===== src/rtl/cv32e40x_pkg.sv =====
// +----------------------------------------------------------------------------+
// | cv32e40x_pkg: shared types for the XIF result scheduler                    |
// | Revision: 1.0                                                              |
// +----------------------------------------------------------------------------+
`default_nettype none

package cv32e40x_pkg;

  // Slot ID storage is sized for the widest supported XIF ID; narrower IDs are zero-extended.
  localparam int unsigned X_ID_MAX_W = 8;

  typedef enum logic [1:0] {
    XIF_SLOT_FREE = 2'd0,
    XIF_SLOT_WAIT = 2'd1,
    XIF_SLOT_DONE = 2'd2
  } xif_slot_state_e;

  typedef struct packed {
    logic [X_ID_MAX_W-1:0] id;
    logic [31:0]           data;
    logic [4:0]            rd;
    logic                  we;
    logic                  exc;
    xif_slot_state_e       state;
  } xif_slot_t;

  localparam xif_slot_t XIF_SLOT_RESET = '{
    id:    '0,
    data:  '0,
    rd:    '0,
    we:    1'b0,
    exc:   1'b0,
    state: XIF_SLOT_FREE
  };

endpackage

`default_nettype wire


===== src/rtl/cv32e40x_xif_result_sched.sv =====
// +----------------------------------------------------------------------------+
// | cv32e40x_xif_result_sched: in-order tracker for out-of-order XIF results   |
// | Revision: 1.0                                                              |
// +----------------------------------------------------------------------------+
`default_nettype none

module cv32e40x_xif_result_sched
  import cv32e40x_pkg::*;
#(
  parameter int unsigned DEPTH = 4,
  parameter int unsigned ID_W  = 4
) (
  input  logic            clk,
  input  logic            rst_n,

  input  logic            issue_valid_i,
  input  logic [ID_W-1:0] issue_id_i,
  output logic            issue_ready_o,

  input  logic            kill_i,

  input  logic            x_result_valid_i,
  output logic            x_result_ready_o,
  input  logic [ID_W-1:0] x_result_id_i,
  input  logic [31:0]     x_result_data_i,
  input  logic [4:0]      x_result_rd_i,
  input  logic            x_result_we_i,
  input  logic            x_result_exc_i,

  input  logic            wb_xif_valid_i,
  input  logic [ID_W-1:0] wb_id_i,
  input  logic            wb_done_i,

  output logic            wb_result_valid_o,
  output logic [31:0]     wb_result_data_o,
  output logic [4:0]      wb_result_rd_o,
  output logic            wb_result_we_o,
  output logic            wb_result_exc_o,

  output logic            err_unexpected_o,
  output logic            err_order_o
);

  localparam int unsigned     PTR_W    = $clog2(DEPTH);
  localparam int unsigned     CNT_W    = PTR_W + 1;
  localparam logic [CNT_W-1:0] CNT_FULL = CNT_W'(DEPTH);

  xif_slot_t              slot_q [DEPTH];
  xif_slot_t              slot_d [DEPTH];
  logic [PTR_W-1:0]       head_q, head_d;
  logic [PTR_W-1:0]       tail_q, tail_d;
  logic [CNT_W-1:0]       count_q, count_d;
  logic                   err_unexp_q, err_unexp_d;

  logic [DEPTH-1:0]       match;
  logic                   full;
  logic                   pop;
  logic                   issue;
  logic [X_ID_MAX_W-1:0]  res_id_ext;
  logic [X_ID_MAX_W-1:0]  wb_id_ext;
  xif_slot_t              head_slot;

  assign res_id_ext = X_ID_MAX_W'(x_result_id_i);
  assign wb_id_ext  = X_ID_MAX_W'(wb_id_i);
  assign head_slot  = slot_q[head_q];

  assign full  = (count_q == CNT_FULL);
  assign pop   = wb_done_i && wb_xif_valid_i && (count_q != '0);
  // A pop frees the head slot this cycle, so a full tracker may still take one issue.
  assign issue = issue_valid_i && (!full || pop);

  // Only WAIT slots can match; slots written this cycle are still FREE and cannot.
  for (genvar i = 0; i < DEPTH; i++) begin : g_match
    assign match[i] = (slot_q[i].state == XIF_SLOT_WAIT) && (slot_q[i].id == res_id_ext);
  end

  always_comb begin
    slot_d      = slot_q;
    head_d      = head_q;
    tail_d      = tail_q;
    count_d     = count_q;
    err_unexp_d = x_result_valid_i && !(|match);

    if (kill_i) begin
      for (int unsigned i = 0; i < DEPTH; i++) begin
        slot_d[PTR_W'(i)].state = XIF_SLOT_FREE;
      end
      head_d  = '0;
      tail_d  = '0;
      count_d = '0;
    end else begin
      if (x_result_valid_i) begin
        for (int unsigned i = 0; i < DEPTH; i++) begin
          if (match[PTR_W'(i)]) begin
            slot_d[PTR_W'(i)].data  = x_result_data_i;
            slot_d[PTR_W'(i)].rd    = x_result_rd_i;
            slot_d[PTR_W'(i)].we    = x_result_we_i;
            slot_d[PTR_W'(i)].exc   = x_result_exc_i;
            slot_d[PTR_W'(i)].state = XIF_SLOT_DONE;
          end
        end
      end

      // Pop after capture so a same-cycle result for the head is discarded.
      if (pop) begin
        slot_d[head_q].state = XIF_SLOT_FREE;
        head_d               = head_q + 1'b1;
      end

      if (issue) begin
        slot_d[tail_q].id    = X_ID_MAX_W'(issue_id_i);
        slot_d[tail_q].state = XIF_SLOT_WAIT;
        tail_d               = tail_q + 1'b1;
      end

      count_d = count_q + CNT_W'(issue) - CNT_W'(pop);
    end
  end

  always_ff @(posedge clk or negedge rst_n) begin
    if (!rst_n) begin
      slot_q      <= '{default: XIF_SLOT_RESET};
      head_q      <= '0;
      tail_q      <= '0;
      count_q     <= '0;
      err_unexp_q <= 1'b0;
    end else begin
      slot_q      <= slot_d;
      head_q      <= head_d;
      tail_q      <= tail_d;
      count_q     <= count_d;
      err_unexp_q <= err_unexp_d;
    end
  end

  assign issue_ready_o    = !full;
  assign x_result_ready_o = 1'b1;

  assign wb_result_valid_o = wb_xif_valid_i &&
                             (head_slot.state == XIF_SLOT_DONE) &&
                             (head_slot.id == wb_id_ext);
  assign wb_result_data_o  = wb_result_valid_o ? head_slot.data : 32'd0;
  assign wb_result_rd_o    = wb_result_valid_o ? head_slot.rd   : 5'd0;
  assign wb_result_we_o    = wb_result_valid_o && head_slot.we;
  assign wb_result_exc_o   = wb_result_valid_o && head_slot.exc;

  assign err_unexpected_o = err_unexp_q;
  assign err_order_o      = wb_xif_valid_i && (count_q != '0) && (head_slot.id != wb_id_ext);

endmodule

`default_nettype wire

===== config.mk =====
export PLATFORM = sky130hd
export DESIGN_NAME = cv32e40x_xif_result_sched
export DESIGN_NICKNAME = d
export VERILOG_FILES = /design/src/rtl/cv32e40x_pkg.sv /design/src/rtl/cv32e40x_xif_result_sched.sv
export SDC_FILE = /design/constraint.sdc
export NUM_CORES = 1
export LEC_CHECK = 0
export CAP_MARGIN = 5
export CORE_ASPECT_RATIO = 1.25
export CORE_MARGIN = 5
export CORE_UTILIZATION = 27
export DETAILED_ROUTE_END_ITERATION = 6
export MAX_ROUTING_LAYER = met4
export PLACE_DENSITY = 0.44
export SKIP_LAST_GASP = 1
export SLEW_MARGIN = 20
export SYNTH_ARGS = -nofsm -noshare
export SYNTH_HDL_FRONTEND = slang
export SYNTH_SLANG_ARGS = --single-unit

===== constraint.sdc =====
create_clock -name clk -period 3.9 [get_ports clk]
set_input_delay 0.39 -clock clk [delete_from_list [all_inputs] [get_ports clk]]
set_output_delay 0.39 -clock clk [all_outputs]
set_load 0.1 [all_outputs]

### Word level (Yosys, flattened, before mapping)

Index checks and enable logic that the tools add are counted.

* mux-type cells: 38
* eq/ne operators: 12
* $lt $le $gt $ge: 4
* bitwise gates (word level): 2
* reduce and logical (&&, ||, !) cells: 23
* add/sub/neg operators: 4

Operators by type and width (count)
* 196-bit bitwise mux: 3
* 196-bit two-way mux: 3
* 41-bit two-way mux: 12
* 49-bit demux with 2-bit select: 3
* 49-bit two-way mux: 3
* 49-bit binary-select mux with 2-bit select: 1
* 8-bit by 4-bit equality test with 1-bit output: 5
* 32-bit two-way mux: 1
* 2-bit two-way mux: 10
* 1-bit logical AND: 16
* 2-bit by 1-bit equality test with 1-bit output, second input constant: 4
* 8-bit by 4-bit inequality test with 1-bit output: 1
* 3-bit >= comparator, second input constant: 2
* 3-bit by 1-bit less-than comparator with 1-bit output, second input constant: 2
* 2-bit inverter with 3-bit output: 2
* 5-bit two-way mux: 1
* 2-bit by 1-bit adder with 2-bit output, second input constant: 2
* 2-bit nonzero test: 2
* 4-bit OR reduction: 1
* 3-bit by 1-bit adder with 3-bit output: 1
* 3-bit equality test, second input constant: 1
* 3-bit two-way mux: 1
* 3-bit nonzero test: 1
* 3-bit by 1-bit subtractor with 3-bit output: 1
* 3 further kinds: 4

* output and inout bits: 44
* register bits: 204
* word-level logic and storage cells: 111
* input port bits: 58

### Depth between registers and ports, before layout

Gate-level depths: netlist of the first run.

* word-level depth: 12
* gate-level depth with buffers: 11
* depth with buffers taken out: 11

### Worst setup path before layout of the first run

No wires, ideal clock.

* path type: reg2out
* start: register head_q[0]
* end: output wb_result_valid_o
* slack: 0.626 ns
* arrival time: 2.884 ns
* path buffers: 2
* required time: 3.510 ns
* cell stages (with the launch flop): 7
* cells stage by stage: dfrtp_1 buf_6 mux4_2 xnor2_1 nand4_2 buf_6 nor2_1

* longest elaborated chain between the ends: 7
* elaborated cells between the ends (all ways): 8
* those cells by class: eq/ne: 2; mux: 3; bitwise: 1; reduce/logical: 2

RTL lines
* start, declared: RTL line cv32e40x_xif_result_sched.sv:50 `logic [PTR_W-1:0] head_q, head_d;`
* start signal, assigned: RTL line cv32e40x_xif_result_sched.sv:123 `head_q <= '0;`
* start signal, assigned: RTL line cv32e40x_xif_result_sched.sv:129 `head_q <= head_d;`
* 2-bit inverter with 3-bit output (implied by the code) *: RTL line cv32e40x_xif_result_sched.sv:65 `assign head_slot = slot_q[head_q];`
* 49-bit binary-select mux with 2-bit select *: RTL line cv32e40x_xif_result_sched.sv:65
* 49-bit two-way mux (implied by the code) * (2 in a row): RTL line cv32e40x_xif_result_sched.sv:65
* 2-bit equality test: RTL line cv32e40x_xif_result_sched.sv:140 `(head_slot.state == XIF_SLOT_DONE) &&`
* 1-bit logical AND: RTL line cv32e40x_xif_result_sched.sv:139 `assign wb_result_valid_o = wb_xif_valid_i &&`
* 1-bit logical AND *: RTL line cv32e40x_xif_result_sched.sv:140
* end, declared: RTL line cv32e40x_xif_result_sched.sv:34 `output logic wb_result_valid_o,`

Mark *: on every way between the ends. The rest lies on a longest branch, timed or not. The select of a mux whose other input is x is not followed.

### Worst setup path after layout of the first run

* start: register head_q[0]
* end: output wb_result_data_o[7]

* longest elaborated chain between the ends: 8
* elaborated cells between the ends (all ways): 9
* those cells by class: eq/ne: 2; mux: 4; bitwise: 1; reduce/logical: 2

RTL lines
* 2-bit inverter with 3-bit output (implied by the code) *: RTL line cv32e40x_xif_result_sched.sv:65
* 49-bit binary-select mux with 2-bit select *: RTL line cv32e40x_xif_result_sched.sv:65
* 49-bit two-way mux (implied by the code) * (2 in a row): RTL line cv32e40x_xif_result_sched.sv:65
* 2-bit equality test: RTL line cv32e40x_xif_result_sched.sv:140
* 1-bit logical AND: RTL line cv32e40x_xif_result_sched.sv:139
* 1-bit logical AND: RTL line cv32e40x_xif_result_sched.sv:140
* 32-bit two-way mux *: RTL line cv32e40x_xif_result_sched.sv:142 `assign wb_result_data_o = wb_result_valid_o ? head_slot.data : 32'd0;`
* end, declared: RTL line cv32e40x_xif_result_sched.sv:35 `output logic [31:0] wb_result_data_o,`

Marked as above.

==> flow_metrics.tcl, run 1 <==
set metrics [dict create \
    place_congestion 0.8060 \
    critical_path_required_ns 3.51 \
    wl_per_cell_um 20.79 \
    drt-vias-per-instance 4.747 \
    antenna_violations_before_repair 1 \
    synth-edff-count 0 \
    numClockSinks 188 \
    timing.rr.end "count_q[2]" \
    ctsHoldBuffers 0 \
    postSynth.asyncResetShare_pct 100.0 \
    switchingPower_mw 1.684 \
    r2r-start "count_q[1]" \
    r2r_setup_slack_ns 1.37 \
    drv.max_cap_violation_count 0 \
    leakagePower_nw 5.147 \
    die_width_um 174.9 \
    design.final.nets 759 \
    synthesis.area_mm2 0.009178 \
    crit_fanout 25 \
    worstSkewPairLatency_ns 0.44 \
    post_route_cells_drive_above_1_share_pct 25.64 \
    p_per_area_mw_per_mm2 502.4 \
    num_rows 75 \
    worst_hold_path_type "input pin to async pin" \
    peakVddDrop_v 0.0002711 \
    global_route.overflow_total 0 \
    router_iterations_before_antenna_repair 4 \
    syn_nets 665 \
    timing.fmax_mhz 302.6 \
    io_buffer_count 100 \
    worst_setup_hold_path_clk_slew_ns 0.07 \
    hold_violations 0 \
    synth_cell_types 43 \
    final.setup_skew_ns 0.01083 \
    synth.yosys.seq_area_share_pct 51.26 \
    timing_worst_setup_path_type "flip-flop to output pin" \
    post_cts_resize_count 0 \
    ys_seq_elements 188 \
    final_cell_area_mm2 0.01159 \
    cts_setup_buffers 0 \
    post_synth_inst_count 596 \
    placed_area_mm2 0.01098 \
    cts_root_buffer "sky130_fd_sc_hd__clkbuf_16" \
    setup_viol 0 \
    rsz0062_at_grt "false" \
    cts_inserted_buffers 17 \
    critPathCaptureType "output pin" \
    synth_flop_cell "sky130_fd_sc_hd__dfrtp_1" \
    grt_pass1_vias 6182 \
    max_slew_violation_count 0 \
    rr_worst_depth 12 \
    floorplan.initialDensity_pct 27.32 \
    floorplan.die.height_um 216.1 \
    tritoncts_clock_tree "done" \
    grt_first_pass_wirelength_um 36600 \
    dieArea_mm2 0.03780 \
    routed_wl_um 23410 \
    h_tree_level_count 4 \
    layout-area-overhead-vs-synth_pct 26.26 \
    synthesis.yosys.warnings 0 \
    grt_max_degree 108 \
    critical_path_arrival_ns 2.91 \
    route.vias.total 5345 \
    finalWorstPathRequiredPeriod_ns 3.305 \
    detail-route-antenna-nets 0 \
    core_region_area_mm2 0.03359 \
    worstMarginPinSlew_ns 0.9817 \
    detail_route.iter0.violations 216 \
    finalSetupTns_ns 0 \
    sequential_power_share_pct 44.4 \
    power.switching_fraction_pct 28.92 \
    layout_worst_path_cycle_share_pct 84.74 \
    relSlewSlack_pct 34.35 \
    pwr-share-clk_pct 30.8 \
    cell_internal_pwr_mw 4.137 \
    cts-root-to-sink-buffers 2 \
    grt.total_usage_pct 13.12 \
    startpoint_type "flip-flop" \
    detailedPlacementHpwl_um 15170 \
    status "finished clean" \
    p_comb_share_pct 24.8 \
    drcViolationCount 0 \
    syn_area_per_cell_um2 15.40 \
    ioPinCount 102 \
]
-- cell families (layout without fill, tap and decap cells) --
logic type                 after synthesis  in the layout  share of synthesized area, %
muxes                                  217            217                         31.92
DFF                                    188            188                         51.26
and+or+nand+nor                         81             81                         8.030
buffers and inverters                   53            159                         3.136
xor gates and xnor gates                24             24                         2.290
AOI/OAI and AO/OA                       21             21                         1.745
adders and majority gates               11             11                         1.581
other                                    1              2                       0.04086
-- state kept, by name, summed over array words and instances (netlist names) --
signal	count
slot_q	180
err_unexpected_o	1
head_q	2
count_q	3
tail_q	2
-- layout by cell type (no fill, tap or decap), types with 4 or more instances in the layout --
| cell | n |
|---|---|
| sky130_fd_sc_hd__dfrtp_1 | 186 |
| sky130_fd_sc_hd__mux2_1 | 172 |
| sky130_fd_sc_hd__nor3b_2 | 39 |
| sky130_fd_sc_hd__mux4_2 | 42 |
| sky130_fd_sc_hd__nor3_1 | 6 |
| sky130_fd_sc_hd__nand2_1 | 8 |
| sky130_fd_sc_hd__clkbuf_16 | 17 |
| sky130_fd_sc_hd__buf_4 | 20 |
| sky130_fd_sc_hd__ha_1 | 10 |
| sky130_fd_sc_hd__clkbuf_8 | 6 |
| sky130_fd_sc_hd__inv_1 | 11 |
| sky130_fd_sc_hd__a21oi_1 | 7 |
| sky130_fd_sc_hd__buf_12 | 35 |
| sky130_fd_sc_hd__clkdlybuf4s50_1 | 58 |
| sky130_fd_sc_hd__xor2_1 | 4 |
| sky130_fd_sc_hd__nor2_1 | 8 |
| sky130_fd_sc_hd__xnor2_1 | 20 |
-- synthesized netlist by cell type (all sizes together) (3+ instances only) --
cell type / count / area, um2
xor2: 4 / 35.03
mux2: 172 / 1937
nor3b: 40 / 495.5
dfrtp: 188 / 4705
nor2: 8 / 30.03
inv: 14 / 52.55
a32o: 3 / 30.03
a21oi: 7 / 35.03
mux4: 43 / 972.2
xnor2: 20 / 175.2
or4: 3 / 22.52
nand3: 3 / 15.01
clkbuf: 8 / 30.03
buf: 31 / 205.2
ha: 10 / 125.1
a221o: 3 / 30.03
nor3: 7 / 40.04
nor4: 4 / 43.80
nand2: 8 / 30.03
-- power by group through the flow --
stage | Sequential, mW | Clock (mW) | Combinational (mW)
2_1_floorplan | 2.53 | 0 | 1.08
3_3_place_gp | 2.59 | 0 | 1.45
3_5_place_dp | 2.63 | 0 | 1.48
4_1_cts | 2.59 | 1.85 | 1.49
5_1_grt | 2.63 | 1.92 | 1.58
6_report | 2.58 | 1.79 | 1.45
-- critical path, cell delays in order (launching register included) --
cell	delay [ns]
sky130_fd_sc_hd__dfrtp_4	0.55
sky130_fd_sc_hd__mux4_1	0.59
sky130_fd_sc_hd__xnor2_1	0.26
sky130_fd_sc_hd__nand4_4	0.13
sky130_fd_sc_hd__buf_4	0.29
sky130_fd_sc_hd__nor3b_2	0.31
sky130_fd_sc_hd__buf_4	0.34
-- worst max path at each step --
stage                           endpoint  cells after the start      startpoint
CTS                  wb_result_data_o[7]                      6       head_q[0]
floorplan              wb_result_valid_o                      6       head_q[0]
global placement              count_q[2]                     13  wb_xif_valid_i
detailed placement   wb_result_data_o[7]                      6       head_q[0]
global route        wb_result_data_o[12]                      4       head_q[0]
finish               wb_result_data_o[7]                      6       head_q[0]
-- metal layers --
| layer | share of wire [%] | global-route usage [%] |
|---|---|---|
| met3 | 2.6 | 2.527 |
| met2 | 53 | 22.61 |
| met1 | 43 | 15.50 |
| met5 | 0 | - |
| met4 | 1.8 | 4.323 |
-- final cells by class --
class                           count  area, um2
Clock inverter                      9      110.1
Inverter                           14      52.55
Tap cell                          423      529.3
Multi-Input combinational cell    355       4244
Timing Repair Buffer              114       1445
Fill cell                        3218      22010
Antenna cell                        1      2.502
Sequential cell                   188       4710
Clock buffer                       22      494.2
-- metrics by stage --
stage,cells,utilization (%),setup slack (ns),total power [mW],hold slack [ns]
floorplan,596,-,0.6256,3.613,0.09441
global placement,1094,32.69,1.032,4.035,0.4608
detailed placement,1094,32.69,1.037,4.106,0.4697
CTS,1125,34.48,0.5325,5.927,0.08907
global route,1126,34.49,0.4798,6.135,0.1023
finish,1126,34.49,0.5952,5.821,0.02188
No activity file was read; power rests on OpenSTA's default activity.
==> inputs of run 2 (changes only) <==
Clock period 3.9 ns to 3.3 ns, I/O delays scaled along.
==> run 2 against run 1 <==
  * Flip-flop and latch count unchanged
  * Cell count increased by 0.53%
  * Clock skew increased by 0.0012 ns
  * Clock power increased by 15%
  * Highest routed layer unchanged
==> flow_metrics.tcl, run 2 (same netlist as run 1, synthesis figures left out) <==
set metrics [dict create \
    timing.hold.ws_ns 0.4390 \
    startpoint_type "flip-flop" \
    timing_worst_setup_path_type "flip-flop to output pin" \
    floorplan.die.height_um 216.1 \
    grt_pass1_vias 6295 \
    fillCellCount 3197 \
    worstSkewPairLatency_ns 0.43 \
    route.vias.total 5350 \
    p_per_area_mw_per_mm2 585.1 \
    design.final.nets 764 \
    grt_first_pass_wirelength_um 37250 \
    critical-path-max-stage-delay_ns 0.58 \
    seqCellArea_mm2 0.004710 \
    cts-root-to-sink-buffers 2 \
    largest_registers "slot_q: 180 flops, count_q: 3 flops" \
    place.detailed.instances 1096 \
    die_width_um 174.9 \
    place_congestion 0.8212 \
    relSlewSlack_pct 35.01 \
    worst_setup_hold_path_clk_slew_ns 0.07 \
    final.setup_skew_ns 0.01200 \
    preCtsSetupSlack_ns 0.3987 \
    core_region_area_mm2 0.03359 \
    critical_path_required_ns 2.97 \
    ioPinCount 102 \
    setup_viol 0 \
    design_power_mw 6.893 \
    timing.fmax_mhz 321.5 \
    timing.final.ws_setup_ns 0.1897 \
    routed_wl_um 22990 \
    detailedPlacementHpwl_um 15230 \
    critPathCaptureType "output pin" \
    final_cell_area_mm2 0.01178 \
    path_common_cell "sky130_fd_sc_hd__buf_12" \
    peakVddDrop_v 0.0003633 \
    layout_worst_path_cycle_share_pct 94.25 \
    critical_path_arrival_ns 2.78 \
    crit_slowest_cell "sky130_fd_sc_hd__mux4_1" \
    numClockSinks 188 \
    detail_route.iter0.violations 178 \
    rsz0062_at_grt "false" \
    leakagePower_nw 5.195 \
    num_rows 75 \
    router_iterations_before_antenna_repair 4 \
    global_route.overflow_total 0 \
    placed_area_mm2 0.01116 \
    finalSetupTns_ns 0 \
    detail-route-antenna-nets 0 \
    power.switching_fraction_pct 29.48 \
    instances_no_fill 1132 \
    wl_per_cell_um 20.30 \
    grt.total_usage_pct 13.12 \
    pwr-share-clk_pct 29.9 \
    h_tree_level_count 4 \
    worstMarginPinSlew_ns 0.9719 \
    layout-area-overhead-vs-synth_pct 28.37 \
    cts_root_buffer "sky130_fd_sc_hd__clkbuf_16" \
    dieArea_mm2 0.03780 \
    status "finished clean" \
    mostFrequentLayoutCells "sky130_fd_sc_hd__dfrtp_1, sky130_fd_sc_hd__mux2_1, sky130_fd_sc_hd__clkdlybuf4s50_1" \
    multi_input_comb_area_mm2 0.004244 \
    largest_register_ffs 180 \
    crit_fanout 16 \
    grt_max_degree 81 \
    max_slew_violation_count 0 \
    drv.max_cap_violation_count 0 \
    antenna_violations_before_repair 1 \
    switchingPower_mw 2.032 \
    crit_path_cell_trace "mux4_1, xnor2_1, nand4_4, buf_12, nor3b_2, buf_12" \
    p_comb_share_pct 25.7 \
    cell_internal_pwr_mw 4.861 \
    floorplan.initialDensity_pct 27.32 \
    hold_violations 0 \
    drcViolationCount 0 \
    tritoncts_clock_tree "done" \
    drt-vias-per-instance 4.726 \
    final_util_pct 35.07 \
    top_register "slot_q" \
    post_route_cells_drive_above_1_share_pct 25.85 \
    io_buffer_count 100 \
    sequential_power_share_pct 44.4 \
    worst_hold_path_type "input pin to async pin" \
    mostFrequentLayoutCell "sky130_fd_sc_hd__dfrtp_1" \
    cts_inserted_buffers 17 \
    finalWorstPathRequiredPeriod_ns 3.110 \
]
## run 2: cell types whose count changed in the layout (fill, tap and decap cells not counted), sizes merged
cell	previous run	this run
inv	15	17
buf	55	59
clkinvlp	0	2
clkbuf	23	21
dlygate4sd3	0	1
clkinv	6	5
## run 2: worst max-delay path, delay by kind of cell (launching register included)
family / cells / cell delay, ns
muxes: 1 / 0.58
buffers and inverters: 2 / 0.44
and+or+nand+nor: 2 / 0.54
xor gates and xnor gates: 1 / 0.26
DFF: 1 / 0.50
## run 2: metal layers
layer	vias to the layer above	wire, um	GRT usage, %
li1	2390	-	-
met1	2871	10060	16.25
met2	75	12060	22.27
met3	14	625	2.457
met4	0	235	3.353
met5	-	0	-
## run 2: what timing repair did
item,4_1_cts,5_1_grt
resized for setup,1,3
setup buffers,2,0
endpoints found under the setup margin,27,26
hold buffers,1,0
hold endpoints to repair,64,0
pin swaps,1,0
## run 2: power groups by stage
| stage | Combinational, mW | Clock, mW | Sequential, mW |
|---|---|---|---|
| 4_1_cts | 1.83 | 2.15 | 3.06 |
| 6_report | 1.77 | 2.06 | 3.06 |
| 3_3_place_gp | 1.77 | 0 | 3.06 |
| 3_5_place_dp | 1.80 | 0 | 3.10 |
| 5_1_grt | 1.96 | 2.22 | 3.11 |
| 2_1_floorplan | 1.28 | 0 | 2.99 |
## run 2: worst paths after layout
| check | slack (ns) | from | endpoint | depth (start not counted) |
|---|---|---|---|---|
| max reg2reg | 0.81 | count_q[1] | count_q[2] | 11 |
| min in group clk | 0.48 | slot_q[83] | slot_q[83] | 1 |
| min | 0.44 | rst_n | slot_q[53] | 2 |
| max in group asynchronous | 1.86 | rst_n | slot_q[54] | 3 |
| min reg2reg | 0.48 | slot_q[83] | slot_q[83] | 1 |
| max | 0.19 | head_q[0] | wb_result_data_o[0] | 6 |
## run 2: cell type report
class                      count  share of cell area [%]
inverter                      14                  0.4460
timing repair buffer         119                   14.08
sequential                   188                   39.97
tap                          423                   4.492
clock buffer                  20                   3.791
clock inverter                12                   1.168
multi-input combinational    355                   36.02
antenna                        1                 0.02124
